--- src/rtl/opsum_collector_pkg.sv ---
`default_nettype none
// +----------------------------------------------------------------------+
// | opsum_collector_pkg : shared widths, FSM encoding, layer config type  |
// | Rev 1.0                                                               |
// +----------------------------------------------------------------------+
package opsum_collector_pkg;

  localparam int DEF_DATA_BITS    = 16;
  localparam int DEF_XID_BITS     = 4;
  localparam int DEF_YID_BITS     = 4;
  localparam int OPSUM_FIFO_DEPTH = 4;

  localparam logic [1:0] S_IDLE    = 2'd0;
  localparam logic [1:0] S_COLLECT = 2'd1;
  localparam logic [1:0] S_DRAIN   = 2'd2;
  localparam logic [1:0] S_FIN     = 2'd3;

  typedef struct packed {
    logic [2:0] e_last;
    logic [1:0] t_last;
    logic [7:0] pass_last;
    logic       relu;
  } layer_cfg_t;

  // Only every third PE row (2, 5, 8, 11) carries finished partial sums.
  function automatic logic [3:0] row_tag(input logic [1:0] t);
    return ({2'b00, t} * 4'd3) + 4'd2;
  endfunction

endpackage
`default_nettype wire

--- src/rtl/opsum_collector_fifo.sv ---
`default_nettype none
// +----------------------------------------------------------------------+
// | opsum_fifo : small register FIFO with count and head-of-queue output  |
// | Rev 1.0                                                               |
// +----------------------------------------------------------------------+
module opsum_fifo #(
  parameter int WIDTH    = 16,
  parameter int DEPTH    = 4,
  parameter int CNT_BITS = $clog2(DEPTH + 1),
  parameter int PTR_BITS = $clog2(DEPTH)
) (
  input  logic                clk,
  input  logic                rst,
  input  logic                push,
  input  logic                pop,
  input  logic [WIDTH-1:0]    din,
  output logic [WIDTH-1:0]    dout,
  output logic                full,
  output logic                empty,
  output logic [CNT_BITS-1:0] count
);

  logic [WIDTH-1:0]    mem_q [DEPTH];
  logic [WIDTH-1:0]    mem_d [DEPTH];
  logic [PTR_BITS-1:0] wr_ptr_q, wr_ptr_d;
  logic [PTR_BITS-1:0] rd_ptr_q, rd_ptr_d;
  logic [CNT_BITS-1:0] count_q, count_d;

  always_comb begin
    mem_d    = mem_q;
    wr_ptr_d = wr_ptr_q;
    rd_ptr_d = rd_ptr_q;
    count_d  = count_q + CNT_BITS'(push) - CNT_BITS'(pop);
    if (push) begin
      mem_d[wr_ptr_q] = din;
      wr_ptr_d        = wr_ptr_q + 1'b1;
    end
    if (pop) begin
      rd_ptr_d = rd_ptr_q + 1'b1;
    end
  end

  always_ff @(posedge clk or negedge rst) begin
    if (!rst) begin
      for (int i = 0; i < DEPTH; i++) begin
        mem_q[i] <= '0;
      end
      wr_ptr_q <= '0;
      rd_ptr_q <= '0;
      count_q  <= '0;
    end else begin
      mem_q    <= mem_d;
      wr_ptr_q <= wr_ptr_d;
      rd_ptr_q <= rd_ptr_d;
      count_q  <= count_d;
    end
  end

  assign dout  = mem_q[rd_ptr_q];
  assign count = count_q;
  assign empty = (count_q == '0);
  assign full  = (count_q == CNT_BITS'(DEPTH));

endmodule
`default_nettype wire

--- src/rtl/opsum_collector.sv ---
`default_nettype none
// +----------------------------------------------------------------------+
// | opsum_collector : gathers PE-array opsums, buffers them, writes GLB   |
// | Rev 1.0                                                               |
// +----------------------------------------------------------------------+
module opsum_collector
  import opsum_collector_pkg::*;
#(
  parameter int DATA_SIZE = DEF_DATA_BITS,
  parameter int XID_BITS  = DEF_XID_BITS,
  parameter int YID_BITS  = DEF_YID_BITS,
  parameter int ADDR_BITS = 16
) (
  input  logic                 clk,
  input  logic                 rst,
  input  logic                 start,
  input  logic [2:0]           cfg_e_last,
  input  logic [1:0]           cfg_t_last,
  input  logic [7:0]           cfg_pass_last,
  input  logic [ADDR_BITS-1:0] cfg_base_addr,
  input  logic                 cfg_relu,
  input  logic                 GLB_opsum_valid,
  input  logic [DATA_SIZE-1:0] GLB_data_out,
  output logic                 GLB_opsum_ready,
  output logic [XID_BITS-1:0]  opsum_tag_X,
  output logic [YID_BITS-1:0]  opsum_tag_Y,
  output logic [2:0]           opsum_e_cnt,
  output logic [1:0]           opsum_t_cnt,
  output logic                 op_get_done,
  output logic                 op_pass_done,
  output logic                 glb_wr_en,
  output logic [ADDR_BITS-1:0] glb_wr_addr,
  output logic [DATA_SIZE-1:0] glb_wr_data,
  input  logic                 glb_wr_ready,
  output logic                 busy,
  output logic                 done
);

  localparam int CNT_BITS = $clog2(OPSUM_FIFO_DEPTH + 1);

  logic [1:0]           state_q, state_d;
  layer_cfg_t           cfg_q, cfg_d;
  logic [2:0]           e_cnt_q, e_cnt_d;
  logic [1:0]           t_cnt_q, t_cnt_d;
  logic [7:0]           pass_cnt_q, pass_cnt_d;
  logic [ADDR_BITS-1:0] addr_q, addr_d;

  logic                 accept, wr_fire, fifo_push;
  logic                 fifo_full, fifo_empty;
  logic [CNT_BITS-1:0]  fifo_count;
  logic [DATA_SIZE-1:0] push_data;

  assign GLB_opsum_ready = (state_q == S_COLLECT) && (fifo_count < CNT_BITS'(OPSUM_FIFO_DEPTH));
  assign accept          = GLB_opsum_valid && GLB_opsum_ready;
  assign fifo_push       = accept && !fifo_full;
  assign glb_wr_en       = !fifo_empty;
  assign wr_fire         = glb_wr_en && glb_wr_ready;
  assign push_data       = (cfg_q.relu && GLB_data_out[DATA_SIZE-1]) ? '0 : GLB_data_out;

  assign op_get_done  = accept && (e_cnt_q == cfg_q.e_last) && (t_cnt_q == cfg_q.t_last);
  assign op_pass_done = op_get_done && (pass_cnt_q == cfg_q.pass_last);

  assign opsum_tag_X = XID_BITS'(e_cnt_q);
  assign opsum_tag_Y = YID_BITS'(row_tag(t_cnt_q));
  assign opsum_e_cnt = e_cnt_q;
  assign opsum_t_cnt = t_cnt_q;
  assign glb_wr_addr = addr_q;
  assign busy        = (state_q != S_IDLE);
  assign done        = (state_q == S_FIN);

  always_comb begin
    state_d    = state_q;
    cfg_d      = cfg_q;
    e_cnt_d    = e_cnt_q;
    t_cnt_d    = t_cnt_q;
    pass_cnt_d = pass_cnt_q;
    addr_d     = wr_fire ? addr_q + 1'b1 : addr_q;

    if (accept) begin
      if (e_cnt_q == cfg_q.e_last) begin
        e_cnt_d = '0;
        if (t_cnt_q == cfg_q.t_last) begin
          t_cnt_d    = '0;
          pass_cnt_d = pass_cnt_q + 1'b1;
        end else begin
          t_cnt_d = t_cnt_q + 1'b1;
        end
      end else begin
        e_cnt_d = e_cnt_q + 1'b1;
      end
    end

    case (state_q)
      S_IDLE: begin
        if (start) begin
          state_d         = S_COLLECT;
          cfg_d.e_last    = cfg_e_last;
          cfg_d.t_last    = cfg_t_last;
          cfg_d.pass_last = cfg_pass_last;
          cfg_d.relu      = cfg_relu;
          e_cnt_d         = '0;
          t_cnt_d         = '0;
          pass_cnt_d      = '0;
          addr_d          = cfg_base_addr;
        end
      end
      S_COLLECT: if (op_pass_done) state_d = S_DRAIN;
      S_DRAIN:   if (fifo_empty)   state_d = S_FIN;
      default:   state_d = S_IDLE;
    endcase
  end

  always_ff @(posedge clk or negedge rst) begin
    if (!rst) begin
      state_q    <= S_IDLE;
      cfg_q      <= '0;
      e_cnt_q    <= '0;
      t_cnt_q    <= '0;
      pass_cnt_q <= '0;
      addr_q     <= '0;
    end else begin
      state_q    <= state_d;
      cfg_q      <= cfg_d;
      e_cnt_q    <= e_cnt_d;
      t_cnt_q    <= t_cnt_d;
      pass_cnt_q <= pass_cnt_d;
      addr_q     <= addr_d;
    end
  end

  opsum_fifo #(
    .WIDTH (DATA_SIZE),
    .DEPTH (OPSUM_FIFO_DEPTH)
  ) u_fifo (
    .clk   (clk),
    .rst   (rst),
    .push  (fifo_push),
    .pop   (wr_fire),
    .din   (push_data),
    .dout  (glb_wr_data),
    .full  (fifo_full),
    .empty (fifo_empty),
    .count (fifo_count)
  );

endmodule
`default_nettype wire

--- config.mk ---
export PLATFORM = sky130hd
export DESIGN_NAME = opsum_collector
export DESIGN_NICKNAME = d
export VERILOG_FILES = /design/src/rtl/opsum_collector_pkg.sv /design/src/rtl/opsum_collector_fifo.sv /design/src/rtl/opsum_collector.sv
export SDC_FILE = /design/constraint.sdc
export NUM_CORES = 1
export LEC_CHECK = 0
export ABC_AREA = 1
export ABC_CLOCK_PERIOD_IN_PS = 2900
export CAP_MARGIN = 20
export CORE_ASPECT_RATIO = 1.1
export CORE_MARGIN = 2
export CORE_UTILIZATION = 58
export CTS_BUF_LIST = sky130_fd_sc_hd__clkbuf_16
export CTS_CLUSTER_SIZE = 24
export DETAILED_ROUTE_END_ITERATION = 10
export PLACE_DENSITY = 0.91
export SYNTH_ARGS = -nofsm -noshare
export SYNTH_HDL_FRONTEND = slang
export SYNTH_SLANG_ARGS = --single-unit
--- constraint.sdc ---
create_clock -name clk -period 2.9 [get_ports clk]
set_input_delay 0.58 -clock clk [delete_from_list [all_inputs] [get_ports clk]]
set_output_delay 0.58 -clock clk [all_outputs]
set_load 0.01 [all_outputs]
* Word level (Yosys, flattened, before mapping)
Cells that the tools add are included.
W data, S select, Z words.
** Operators by class
- $add $sub $neg :: 9
- Multiply operators :: 1
- Magnitude comparators :: 4
- Equal/unequal tests :: 10
- Multiplexer cells :: 28
- Bitwise operators :: 2
- Reductions and logical operators :: 16
** Operator list (count)
- $mux W16 :: 7
- $bwmux W64 :: 1
- $mux W8 :: 5
- $bmux W16 S2 :: 1
- $demux W16 S2 :: 1
- $add A16 B1 Y16 const B :: 1
- $mux W2 :: 8
- $mux W3 :: 4
- $logic_and A1 B1 Y1 :: 9
- $add A8 B1 Y8 const B :: 1
- $eq A8 B8 Y1 :: 1
- $add A2 B1 Y2 const B :: 3
- $ge A3 B3 Y1 const B :: 2
- $ne A2 B2 Y1 const B :: 3
- $not A2 Y3 :: 2
- $pmux W2 S3 :: 1
- $add A4 B2 Y4 const B :: 1
- $eq A2 B2 Y1 const B :: 2
- $mul A2 B2 Y4 const B :: 1
- $add A3 B1 Y3 :: 1
- $add A3 B1 Y3 const B :: 1
- $eq A3 B3 Y1 :: 1
- $eq A3 B3 Y1 const B :: 1
- $logic_not A3 Y1 :: 1
- other kinds (10) :: 11
** Storage, ports and cells
- Flip-flop bits (word level) :: 116
- Bits of input ports :: 51
- Output and inout port bits :: 51
- Word-level logic and storage cells :: 86

* Depth between registers and ports, before layout
- Word-level depth :: 8
- Depth in mapped cells :: 11
- Depth with buffers taken out :: 11

* Cells and area by module
From an unflattened synthesis, not the netlist that was laid out.
** Second synthesis, totals
- Cells, all modules :: 851
- Area, all modules :: 6552.5 µm²
** By module, submodules not included
- opsum_fifo :: instances 1, cells each 450, area an instance 3704.8 µm², sequential area each 1776.7 µm²
- opsum_collector :: instances 1, cells each 401, area an instance 2847.7 µm², sequential area each 1126.1 µm²

* Least setup slack after synthesis
No wires, ideal clock.
- Path type :: reg-to-output
- Start point :: register state_q[1]
- End point :: output port op_pass_done
- Arrival :: 1.452 ns
- Required time :: 2.320 ns
- Path slack :: 0.868 ns
- Cell stages (with the launch flop) :: 9
- Buffers on the path :: 0
- Cell sequence :: dfrtp_1 > inv_1 > ha_1 > nand3_4 > nor2_4 > nand2_4 > nor2_8 > nand2_2 > inv_1
** On the way
- Longest elaborated chain between the ends :: 6
** Ends and longest elaborated chain
- start: declaration :: line opsum_collector.sv:41 : logic [1:0] state_q, state_d;
- start signal: assignment :: line opsum_collector.sv:122 : state_q <= state_d;
- $eq A2 B1 Y1 :: line opsum_collector.sv:53 : assign GLB_opsum_ready = (state_q == S_COLLECT) && (fifo_count < CNT_BITS'(OPSUM_FIFO_DEPTH));
- $logic_and A1 B1 Y1 :: line opsum_collector.sv:53
- $logic_and A1 B1 Y1 :: line opsum_collector.sv:54 : assign accept = GLB_opsum_valid && GLB_opsum_ready;
- $logic_and A1 B1 Y1 (2 in a row) :: line opsum_collector.sv:60 : assign op_get_done = accept && (e_cnt_q == cfg_q.e_last) && (t_cnt_q == cfg_q.t_last);
- named net op_get_done :: line opsum_collector.sv:29 : output logic op_get_done,
- $logic_and A1 B1 Y1 :: line opsum_collector.sv:61 : assign op_pass_done = op_get_done && (pass_cnt_q == cfg_q.pass_last);
- end: declaration :: line opsum_collector.sv:30 : output logic op_pass_done,
The timed path passes the listed nets, and every way through them passes these cells.

* Worst setup path after layout
- Start point :: register u_fifo.rd_ptr_q[1]
- End point :: output port glb_wr_data[8]
** On the way
- Longest elaborated chain between the ends :: 4
** Ends and longest elaborated chain
- start: declaration :: line opsum_collector_fifo.sv:26 : logic [PTR_BITS-1:0] rd_ptr_q, rd_ptr_d;
- start signal: assignment :: line opsum_collector_fifo.sv:54 : rd_ptr_q <= rd_ptr_d;
- $not A2 Y3 (implied by the code) :: line opsum_collector_fifo.sv:59 : assign dout = mem_q[rd_ptr_q];
- $bmux W16 S2 :: line opsum_collector_fifo.sv:59
- $mux W16 (implied by the code) (2 in a row) :: line opsum_collector_fifo.sv:59
- end: declaration :: line opsum_collector.sv:33 : output logic [DATA_SIZE-1:0] glb_wr_data,
Every way passes these cells. The select of a mux whose other input is x is not followed.

==> flow_summary.yaml <==
cts:
  clk_pin_slew_worst_paths_ns: 0.05
  htree_levels: 4
  numCtsBuffers: 17
  cts_tree: "yes"
  clk_latency_ns: 0.42
  postCtsSetupBuffers: 0
  cts_max_path_buffers: 2
  cts_sinks: 116
  root_buffer: "clkbuf_16"
logic_synthesis:
  synth_xor_xnor_area_share: 0.0206
  synth-edff-count: 0
  synth_nets: 719
  synth_flop_cell: "dfrtp_1"
  synth_area_mm2: 0.00594
  synthMuxAreaShare: 0.125
  seq_area_frac_synth: 0.489
  synth_top_family_by_area: "simple AND/OR/NAND/NOR gates"
  async_reset_ff_frac: 1.00
  synth-compound-area-share: 0.0874
  netlist_instances: 652
  netlist-cell-type-count: 32
  synthAdderAreaFrac: 0.0350
  ys_warn_count: 0
  synth-simple-area-share: 0.175
  synth.ff_latch_count: 116
  syn_avg_cell_area_um2: 9.11
timing:
  setup_viol: 0
  timing.slew.headroom: 0.465
  rsz0062_at_grt: "false"
  final_max_slew_viol_count: 0
  fin_crit_sh: 0.980
  max_freq_mhz: 352
  skew_ns: 0.00998
  final-hold-violation-count: 0
  worstMarginPinSlew_ns: 0.803
  fin_setup_tns_ns: 0
  finalCriticalPeriod_ns: 2.84
min_path:
  hold_class: "input port to asynchronous set/reset pin"
critical_path:
  critical_path_arrival_ns: 2.26
  crit_slowest_cell: "clkdlybuf4s50_1"
  ff2ff_setup_slack_ns: 0.88
  slowest_delay_ns: 0.59
  crit_end: "glb_wr_data[8]"
  critPathMaxFanout: 16
  end_kind: "output pin"
  r2r-end: "u_fifo.count[2]$_DFF_PN0_"
  cpLargestDelayFamily: "buffers and inverters"
  startpoint: "u_fifo.rd_ptr_q[1]$_DFFE_PN0P_"
  critPathLaunchType: "flop"
  rr_worst_depth: 8
  worst-path-stages: 5
  crit_type: "flop to output pin"
  worstPathCellList: "inv_1, buf_4, o21ai_0, o22ai_1, clkdlybuf4s50_1"
  r2r-start: "state_q[1]$_DFFE_PN0P_"
  cp.required_ns: 2.32
  cp_num_buf_inv: 3
cells_and_area:
  layout.nets: 826
  most-common-layout-cells: "dfrtp_1 (116), nand2_1 (115), clkdlybuf4s50_1 (99), nor2_1 (97), inv_1 (71)"
  syn_to_final_growth_pct: 29.2
  layout-drive-gt1-share: 0.157
  final_common_cell: "dfrtp_1"
  antenna_cells: 0
  layout.cells.non_filler: 892
floorplan:
  design.core.area_mm2: 0.00994
  die_x_um: 100
  die_h_um: 110
  die_area_mm2: 0.0111
  num_io_pins: 102
  initial_core_util: 0.598
  row_count: 38
routing:
  drt-initial-drc-count: 216
  totalWireLength_um: 14200
  firstDrtPassIters: 7
  met2_length_um: 7560
  wl_met1_um: 5510
  antenna_left: 0
  top_layer_used: "met4"
  wire_per_inst_um: 15.9
  drt-vias-per-instance: 5.49
  routed-wl-met3_um: 865
  remaining_drc_errors: 0
  vias: 4893
global_routing:
  grt_pass1_wl_um: 22800
  track_usage: 0.268
  antenna_found_initial: 0
  grt_max_degree: 64
  grt-ovfl-total: 0
  grt_pass1_vias: 4893
pwr:
  ir_drop_v: 0.000631
  p_leak_uw: 0.00363
  p_per_area_mw_per_mm2: 1090
placement:
  hpwlAfterDp_um: 9440
  port_buffers: 100
  place_congestion: 0.792
  dp.cells: 860
job:
  drv_cap: 0
outcome:
  run_status: "completed"
## sequential cells by signal, summed over array words and instances, names as in the netlist
name / flops
u_fifo.count: 3
opsum_t_cnt: 2
glb_wr_addr: 16
u_fifo.rd_ptr_q: 2
state_q: 2
pass_cnt_q: 8
cfg_q: 14
opsum_e_cnt: 3
u_fifo.wr_ptr_q: 2
u_fifo.mem_q: 64
## worst reg2reg max path: cells and delay by family (launching register included)
| kind | cells | cell delay [ns] |
|---|---|---|
| buf+inv | 3 | 0.43 |
| fa+ha+maj | 3 | 0.79 |
| xor+xnor | 1 | 0.17 |
| flops | 1 | 0.42 |
| simple gates | 1 | 0.09 |
## worst min-delay path by stage
stage                                  from                            to  slack, ns
6_report                                rst  u_fifo.mem_q[50]$_DFFE_PN0P_       0.26
3_5_place_dp   u_fifo.mem_q[15]$_DFFE_PN0P_  u_fifo.mem_q[15]$_DFFE_PN0P_       0.48
3_3_place_gp    u_fifo.mem_q[6]$_DFFE_PN0P_   u_fifo.mem_q[6]$_DFFE_PN0P_       0.47
4_1_cts                                 rst         cfg_q[13]$_DFFE_PN0P_       0.29
5_1_grt                                 rst  u_fifo.mem_q[34]$_DFFE_PN0P_       0.32
2_1_floorplan                           rst          cfg_q[0]$_DFFE_PN0P_       0.28
## area by class of cell
class	count	area [um^2]
timing repair buffer	113	1110
sequential	116	2900
clock inverter	15	165
multi-input combinational	438	2650
inverter	73	274
fill	649	2260
tap	120	150
clock buffer	17	425
## cell usage after synthesis (2+ instances only)
cell type  count  area share
buf_4          9       0.011
xor2_1         9       0.013
nand2_1      115       0.073
mux2_2        62        0.12
o22ai_1       18       0.019
mux2i_1        2      0.0034
o21ai_0       53       0.045
nor2_1        97       0.061
nand2_2        2      0.0021
clkbuf_1      14      0.0088
xnor2_1        5      0.0074
a21oi_1       18       0.015
nand4_1        3      0.0032
nor2_4         6       0.011
inv_1         72       0.046
dfrtp_1      116        0.49
mux2_1         2      0.0038
ha_1          15       0.032
nand3_1       14       0.012
buf_1          2      0.0013
o21bai_1       4      0.0051
nor3_1         4      0.0034
## where the power goes
| part | internal, uW | switching (uW) | total [uW] |
|---|---|---|---|
| logic | 1690 | 1790 | 3480 |
| registers | 2270 | 508 | 2770 |
| clock network | 1340 | 737 | 2070 |
| total | 5290 | 3040 | 8330 |
## routing by layer
metal  vias up  track usage
met5         -            0
met4         0        0.123
met3        26       0.0694
met2       174        0.477
met1      2372        0.304
li1       2321            -
## logic make-up after synthesis
logic type	count (synthesis)
AND/OR/NAND/NOR	245
flip-flops	116
buffers and inverters	98
AO/OA/AOI/OAI	96
multiplexers	66
adder cells (fa/ha/maj)	16
XOR/XNOR	14
other	1
## stage by stage
step | hold slack, ns | util | power, uW | worst slack [ns] | area [um^2]
finish | 0.261 | 0.772 | 8330 | 0.0572 | 7670
global route | 0.317 | 0.772 | 8870 | 0.00422 | 7670
global placement | 0.468 | 0.711 | 5970 | 0.157 | 7070
floorplan | 0.284 | - | 4730 | 0.868 | 5940
CTS | 0.287 | 0.771 | 8340 | 0.0171 | 7660
detailed placement | 0.482 | 0.711 | 6200 | 0.142 | 7070
## repair_timing
| action | CTS | global route |
|---|---|---|
| gates resized for setup | 0 | 3 |
| hold buffers | 0 | 0 |
| endpoints found under the setup margin | 0 | 2 |
(Power assumes the default switching activity.)
